**config.mk**
```make
export PLATFORM = sky130hd
export DESIGN_NAME = seq_detector_param
export DESIGN_NICKNAME = d
export VERILOG_FILES = /design/src/rtl/seq_det_pkg.sv /design/src/rtl/sat_counter.sv /design/src/rtl/seq_detector_param.sv
export SDC_FILE = /design/constraint.sdc
export NUM_CORES = 1
export LEC_CHECK = 0
export ABC_AREA = 1
export CORE_ASPECT_RATIO = 0.75
export CORE_MARGIN = 10
export CORE_UTILIZATION = 40
export DETAILED_ROUTE_END_ITERATION = 8
export GPL_TIMING_DRIVEN = 0
export PLACE_DENSITY = 0.66
export SYNTH_ARGS = -nofsm -noshare
export SYNTH_HDL_FRONTEND = slang
export SYNTH_SLANG_ARGS = --single-unit
```
**constraint.sdc**
```tcl
create_clock -name clk -period 2.3 [get_ports clk]
set_clock_uncertainty 0.2 [all_clocks]
set_input_delay 0.46 -clock clk [delete_from_list [all_inputs] [get_ports clk]]
set_output_delay 0.46 -clock clk [all_outputs]
set_load 0.05 [all_outputs]
```
**src/rtl/seq_det_pkg.sv**
```systemverilog
// Shared constants and helpers for the parametrised serial pattern detector.
package seq_det_pkg;

  // Default width of the saturating match counter.
  localparam int DEFAULT_COUNT_W = 8;

  // Width needed by the fill counter so it can hold the values 0..pat_len.
  function automatic int fill_cnt_w(input int pat_len);
    return $clog2(pat_len + 1);
  endfunction

endpackage

```
**src/rtl/sat_counter.sv**
```systemverilog
// Saturating up-counter with a synchronous clear that beats the increment.
module sat_counter #(
  parameter int             COUNT_W = 8,
  parameter logic [COUNT_W-1:0] SAT_VAL = '1
) (
  input  logic               clk,
  input  logic               reset,
  input  logic               inc_i,
  input  logic               clr_i,
  output logic [COUNT_W-1:0] count_o
);

  logic [COUNT_W-1:0] count_q;
  logic [COUNT_W-1:0] count_d;

  // Next count: clear first, otherwise step up until the ceiling is reached.
  always_comb begin
    count_d = count_q;
    if (clr_i) begin
      count_d = '0;
    end else if (inc_i && (count_q != SAT_VAL)) begin
      count_d = count_q + COUNT_W'(1);
    end
  end

  // Counter register with synchronous reset.
  always_ff @(posedge clk) begin
    if (reset) begin
      count_q <= '0;
    end else begin
      count_q <= count_d;
    end
  end

  assign count_o = count_q;

endmodule

```
**src/rtl/seq_detector_param.sv**
```systemverilog
// Serial bit-pattern detector: shifts qualified bits into a window, compares
// against a runtime-loadable pattern and pulses detect_out one cycle after the
// edge that sampled the final pattern bit. A fill counter tracks how many
// fresh bits the window holds; it doubles as the filling/armed state.
module seq_detector_param
  import seq_det_pkg::*;
#(
  parameter int                 PAT_LEN         = 4,
  parameter logic [PAT_LEN-1:0] DEFAULT_PATTERN = PAT_LEN'(4'b1011),
  parameter int                 COUNT_W         = DEFAULT_COUNT_W
) (
  input  logic               clk,
  input  logic               reset,
  input  logic               din_valid,
  input  logic               din_bit,
  input  logic [PAT_LEN-1:0] pattern_in,
  input  logic               pattern_load,
  input  logic               overlap_en,
  input  logic               count_clr,
  output logic               detect_out,
  output logic [COUNT_W-1:0] match_count,
  output logic [PAT_LEN-1:0] window
);

  localparam int FW = fill_cnt_w(PAT_LEN);
  localparam logic [FW-1:0] FILL_FULL = FW'(PAT_LEN);
  localparam logic [FW:0]   FILL_NEED = (FW + 1)'(PAT_LEN);

  logic [PAT_LEN-1:0] sr_q, sr_d;
  logic [PAT_LEN-1:0] pattern_q, pattern_d;
  logic [FW-1:0]      fill_q, fill_d;
  logic               detect_q, detect_d;

  logic [PAT_LEN-1:0] nw;
  logic [FW:0]        fill_inc;
  logic               armed;
  logic               match;

  // Candidate window with the newest bit entering at the LSB, and whether the
  // bit about to be shifted in completes PAT_LEN fresh bits.
  always_comb begin
    nw       = {sr_q[PAT_LEN-2:0], din_bit};
    fill_inc = {1'b0, fill_q} + (FW + 1)'(1);
    armed    = (fill_inc >= FILL_NEED);
  end

  // Next-state for window, fill counter and pattern; a pattern load wins over
  // any data bit arriving in the same cycle and restarts the history.
  always_comb begin
    sr_d      = sr_q;
    fill_d    = fill_q;
    pattern_d = pattern_q;
    match     = 1'b0;
    if (pattern_load) begin
      pattern_d = pattern_in;
      sr_d      = '0;
      fill_d    = '0;
    end else if (din_valid) begin
      sr_d  = nw;
      match = armed && (nw == pattern_q);
      if (fill_q != FILL_FULL) begin
        fill_d = fill_q + FW'(1);
      end
      // Non-overlap: the matched bits cannot be reused, so start refilling.
      if (match && !overlap_en) begin
        fill_d = '0;
      end
    end
    detect_d = match;
  end

  // State registers; reset discards all partial history.
  always_ff @(posedge clk) begin
    if (reset) begin
      sr_q      <= '0;
      fill_q    <= '0;
      pattern_q <= DEFAULT_PATTERN;
      detect_q  <= 1'b0;
    end else begin
      sr_q      <= sr_d;
      fill_q    <= fill_d;
      pattern_q <= pattern_d;
      detect_q  <= detect_d;
    end
  end

  sat_counter #(
    .COUNT_W (COUNT_W),
    .SAT_VAL ({COUNT_W{1'b1}})
  ) u_match_cnt (
    .clk     (clk),
    .reset   (reset),
    .inc_i   (match),
    .clr_i   (count_clr),
    .count_o (match_count)
  );

  assign detect_out = detect_q;
  assign window     = sr_q;

endmodule
```
* Yosys cells after proc, flatten, opt, wreduce, memory -nomap -nowiden *
Index checks and enable logic that the tools add are counted.

cells by class
  add/sub/neg operators = 3
  $lt $le $gt $ge = 1
  equal/unequal tests = 3
  muxes and demuxes = 4
  reductions and logical operators = 8

operator list
  cell                   count
  $add A8 B1 Y8 const B  1
  $ne A8 B8 Y1 const B   1
  $mux W3                2
  $add A3 B1 Y4 const B  1
  $eq A4 B4 Y1           1
  $ge A4 B3 Y1 const B   1
  $reduce_or A2 Y1       2
  $add A3 B1 Y3 const B  1
  $logic_and A1 B1 Y1    3
  $ne A3 B3 Y1 const B   1
  $mux W1                2
  $reduce_and A2 Y1      1
  $reduce_bool A2 Y1     1
  $logic_not A1 Y1       1

storage, ports and cells
  register bits = 20

* Longest topological paths before layout *
  depth after elaboration = 6
  mapped depth = 11
  gate-level depth less buffers = 11

* Cells and area by module *
From an unflattened synthesis, not the netlist that was laid out.

second synthesis, totals
  cells, all modules = 162
  area, all modules = 1089.8 µm²

modules (own cells, without submodules)
  module              times used  cells each  area an instance (µm²)
  seq_detector_param  1           89          629.4
  sat_counter         1           73          460.4

* Worst setup path after synthesis *
OpenSTA, ideal clock, no wires.

  path kind = reg-to-reg
  start = register u_match_cnt.count_q[1] (netlist: u_match_cnt.count_o[1])
  end = register u_match_cnt.count_q[3] (netlist: u_match_cnt.count_o[3])
  library setup time = 0.117 ns
  data arrival time = 1.661 ns
  setup slack = 0.322 ns
  cell stages (with the launch flop) = 9
  buffers on the path = 0
  clock period less this slack = 1.978 ns
  cells stage by stage = dfxtp_1 -> ha_1 -> nand2_1 -> nor2_1 -> nand4_1 -> nand2_1 -> inv_1 -> a21oi_1 -> nor2_1

on the way
  longest elaborated chain between the ends = 2

RTL lines
  item                                                   line               text
  start: declaration                                     sat_counter.sv:13  logic [COUNT_W-1:0] count_q;
  start signal: assignment                               sat_counter.sv:31  count_q <= count_d;
  branches (longest 2 deep; another with $add A8 B1 Y8)  --

Several ways; the timed one is not identified.
A chain may end at the register's enable or synchronous reset.

* Worst setup path after layout *
  start = register u_match_cnt.count_q[7] (netlist: u_match_cnt.count_o[7])
  end = output port match_count[7]

RTL lines
  item              line                      text
  end: declaration  seq_detector_param.sv:21  output logic [COUNT_W-1:0] match_count,

No word-level cell between the ends.

==> summary.md <==
| Metric | Value |
|---|---|
| Status | `complete, no violations` |
| # rows | `16` |
| Critical Path Slowest Stage Cell | `clkdlybuf4s50_1` |
| First-pass GRT wire length | `4215 um` |
| Ant diodes | `0` |
| Max_slew headroom | `63.14%` |
| Reg2Reg Depth | `8` |
| Fmax | `464.3 MHz` |
| Worst path required time | `1640 ps` |
| Period minus WS final | `2154 ps` |
| Mapped cell area | `0.001096 mm2` |
| Worst hold stages | `2` |
| Core area | `0.002623 mm2` |
| Yosys reg bits | `20` |
| Maxcap violations | `0` |
| Port buffer count | `22` |
| Hold EP | `pattern_q[1]$_SDFFE_PP1P_` |
| Wirelength, routed | `2451 um` |
| Register area share after synthesis | `36.53%` |
| Resize count post-CTS | `0` |
| Ports | `24` |
| Pwr Density | `511.6 mW/mm2` |
| H-tree depth | `1` |
| Setup-failing EPs final | `0` |
| Final non-filler cell total | `229` |
| Initial Utilization | `41.79%` |
| CTS root buffer | `clkbuf_8` |
| CP Class | `reg2out` |
| Placer Congestion | `0.8053` |
| Synth Warn # | `0` |
| Most frequent cells in the layout | `nand2_1, inv_1, nor2_1` |
| Final Hold Violating Endpoints | `0` |
| Die Wd | `80.45 um` |
| Clk sinks | `20` |
| Final period util | `93.63%` |
| Commonest non-fill, non-tap cell in the layout | `nand2_1` |
| Critical Path, Cell by Cell | `clkdlybuf4s50_1` |
| Number of global-route vias before repair | `974` |
| Overall routing resource usage | `9.794%` |
| Reg2reg start | `u_match_cnt.count_o[0]$_SDFFE_PP0P_` |
| Die area | `0.005256 mm2` |
| DRT Pass-1 Iters | `4` |
| Clk buf depth | `2` |
| P_leak | `0.6335 nW` |
| Crit path max-delay family | `buffers and inverters` |
| CTS buffer count | `3` |
| Die Ht | `65.34 um` |
| P&R area growth vs syn | `29.22%` |
| Worst setup SP type | `flip-flop` |
| Worst VDD drop | `0.3615 mV` |
| HP Start | `pattern_q[1]$_SDFFE_PP1P_` |
| Via Count | `1061` |
| Critical path arrival | `1490 ps` |
| Worst slew pin tran | `550.8 ps` |
| DP Cell Count | `225` |
| Hpwl dp | `1931 um` |
| Synth cell types | `21` |
| Setup crit end kind | `output pin` |
| Final Slew Violations | `0` |
| Clock-pin slew on the worst setup and hold paths | `70 ps` |
| Share of post-route cells with drive strength above 1 | `7.772%` |
| Reg2reg end | `u_match_cnt.count_o[3]$_SDFFE_PP0P_` |
| Post-CTS setup buffer count | `0` |
| Crit path buf inv count | `1` |
| Antenna-violating nets left | `0` |
| Drt initial violations | `32` |
| Setup TNS | `0 ps` |
| Avg Vias per Cell | `4.633` |
| Syn Nets | `181` |
| Post-Syn Instances | `167` |
| Routed WL per cell | `10.70 um` |
| Initial antenna violation count | `0` |
| Pwr Total | `0.7246 mW` |
| CTS Hold Buffers Added | `0` |
| Remaining global-route overflow | `0` |
| Reg-to-reg slack, setup | `540 ps` |
| Hold Crit Class | `reg2reg` |
| Syn_area_per_cell | `6.563 um2` |
| Clock latency at the later pin of the worst-skew pair | `260 ps` |
| Fin nets | `208` |
| Largest net degree at the start of global routing | `12` |
| # DRC | `0` |
| RSZ-0062 raised after global routing | `no` |
| Max FO, Critical Path | `5` |
| CTS tree | `built` |
| Max stage delay on crit path | `830 ps` |
cells by family (layout without fill, tap and decap cells):
| group | count (synthesis) | after routing | share of synthesized area, % |
|---|---|---|---|
| buffers and inverters | 33 | 59 | 11.41 |
| and+or+nand+nor | 88 | 88 | 37.67 |
| adders and majority gates | 3 | 3 | 3.425 |
| DFF | 20 | 20 | 36.53 |
| AOI/OAI and AO/OA | 23 | 23 | 10.96 |
area by class of cell:
cell class	count	area [um2]
sequential	20	400.4
buffer	2	8.758
tap	36	45.04
clock buffer	4	55.05
fill	269	1206
inverter	31	116.4
multi-input combinational	114	570.5
timing repair buffer	22	220.2
layer usage:
layer | track usage [%] | vias to the layer above | routed length, um
met5 | 0 | - | 0
met4 | 2.851 | 0 | 19
met3 | 4.484 | 2 | 150
met2 | 15.08 | 20 | 1076
met1 | 11.92 | 469 | 1205
li1 | - | 570 | -
cell usage after synthesis:
master / count / area [um2]
inv_2: 1 / 3.750
ha_1: 3 / 37.54
nand3_4: 1 / 17.52
a21oi_1: 12 / 60.06
nor2_2: 1 / 6.260
o21ai_0: 7 / 35.03
clkbuf_1: 1 / 3.750
nand2_2: 4 / 25.02
nor2_4: 2 / 22.52
o21ai_1: 2 / 10.01
nand3_1: 8 / 40.04
nand2_1: 41 / 153.9
inv_1: 30 / 112.6
dfxtp_1: 20 / 400.4
o21a_1: 1 / 7.510
nor3_1: 2 / 10.01
buf_2: 1 / 5.000
nand4_1: 5 / 31.28
nor2_1: 23 / 86.33
a211oi_1: 1 / 7.510
nor2_8: 1 / 20.02
how the worst max path moves through the flow:
stage	startpoint	endpoint	slack, ps	cells past startpoint
3_3_place_gp	din_valid	u_match_cnt.count_o[6]$_SDFFE_PP0P_	170	8
2_1_floorplan	u_match_cnt.count_o[1]$_SDFFE_PP0P_	u_match_cnt.count_o[3]$_SDFFE_PP0P_	320	8
3_5_place_dp	din_bit	fill_q[2]$_SDFFE_PP0P_	140	10
4_1_cts	u_match_cnt.count_o[3]$_SDFFE_PP0P_	match_count[3]	140	1
5_1_grt	u_match_cnt.count_o[3]$_SDFFE_PP0P_	match_count[3]	80	1
6_report	u_match_cnt.count_o[7]$_SDFFE_PP0P_	match_count[7]	150	1
registers in the layout, summed over array words and instances, names as in the netlist:
name	count
pattern_q	4
detect_out	1
fill_q	3
window	4
u_match_cnt.count_o	8
metrics by stage:
step	worst slack [ps]	cell area, um2	hold WS [ps]	utilization [%]
after floorplan	321.6	1096	250.0	-
after global placement	168.5	1361	259.4	51.91
after detailed placement	135.5	1361	273.6	51.91
after CTS	135.4	1416	287.9	54.01
after global routing	82.83	1416	311.5	54.01
final	146.4	1416	280.6	54.01
worst min-delay path: cells and delay by family (launching register included):
family	cells	cell delay (ps)
AOI/OAI and AO/OA	1	60
DFF	1	310
buffers and inverters	1	60
where the power goes:
group / internal [mW] / total [mW] / switching (mW)
clock: 0.152 / 0.268 / 0.115
sequential: 0.356 / 0.363 / 0.00681
combinational: 0.0380 / 0.0941 / 0.0561
(Power assumes the default switching activity.)
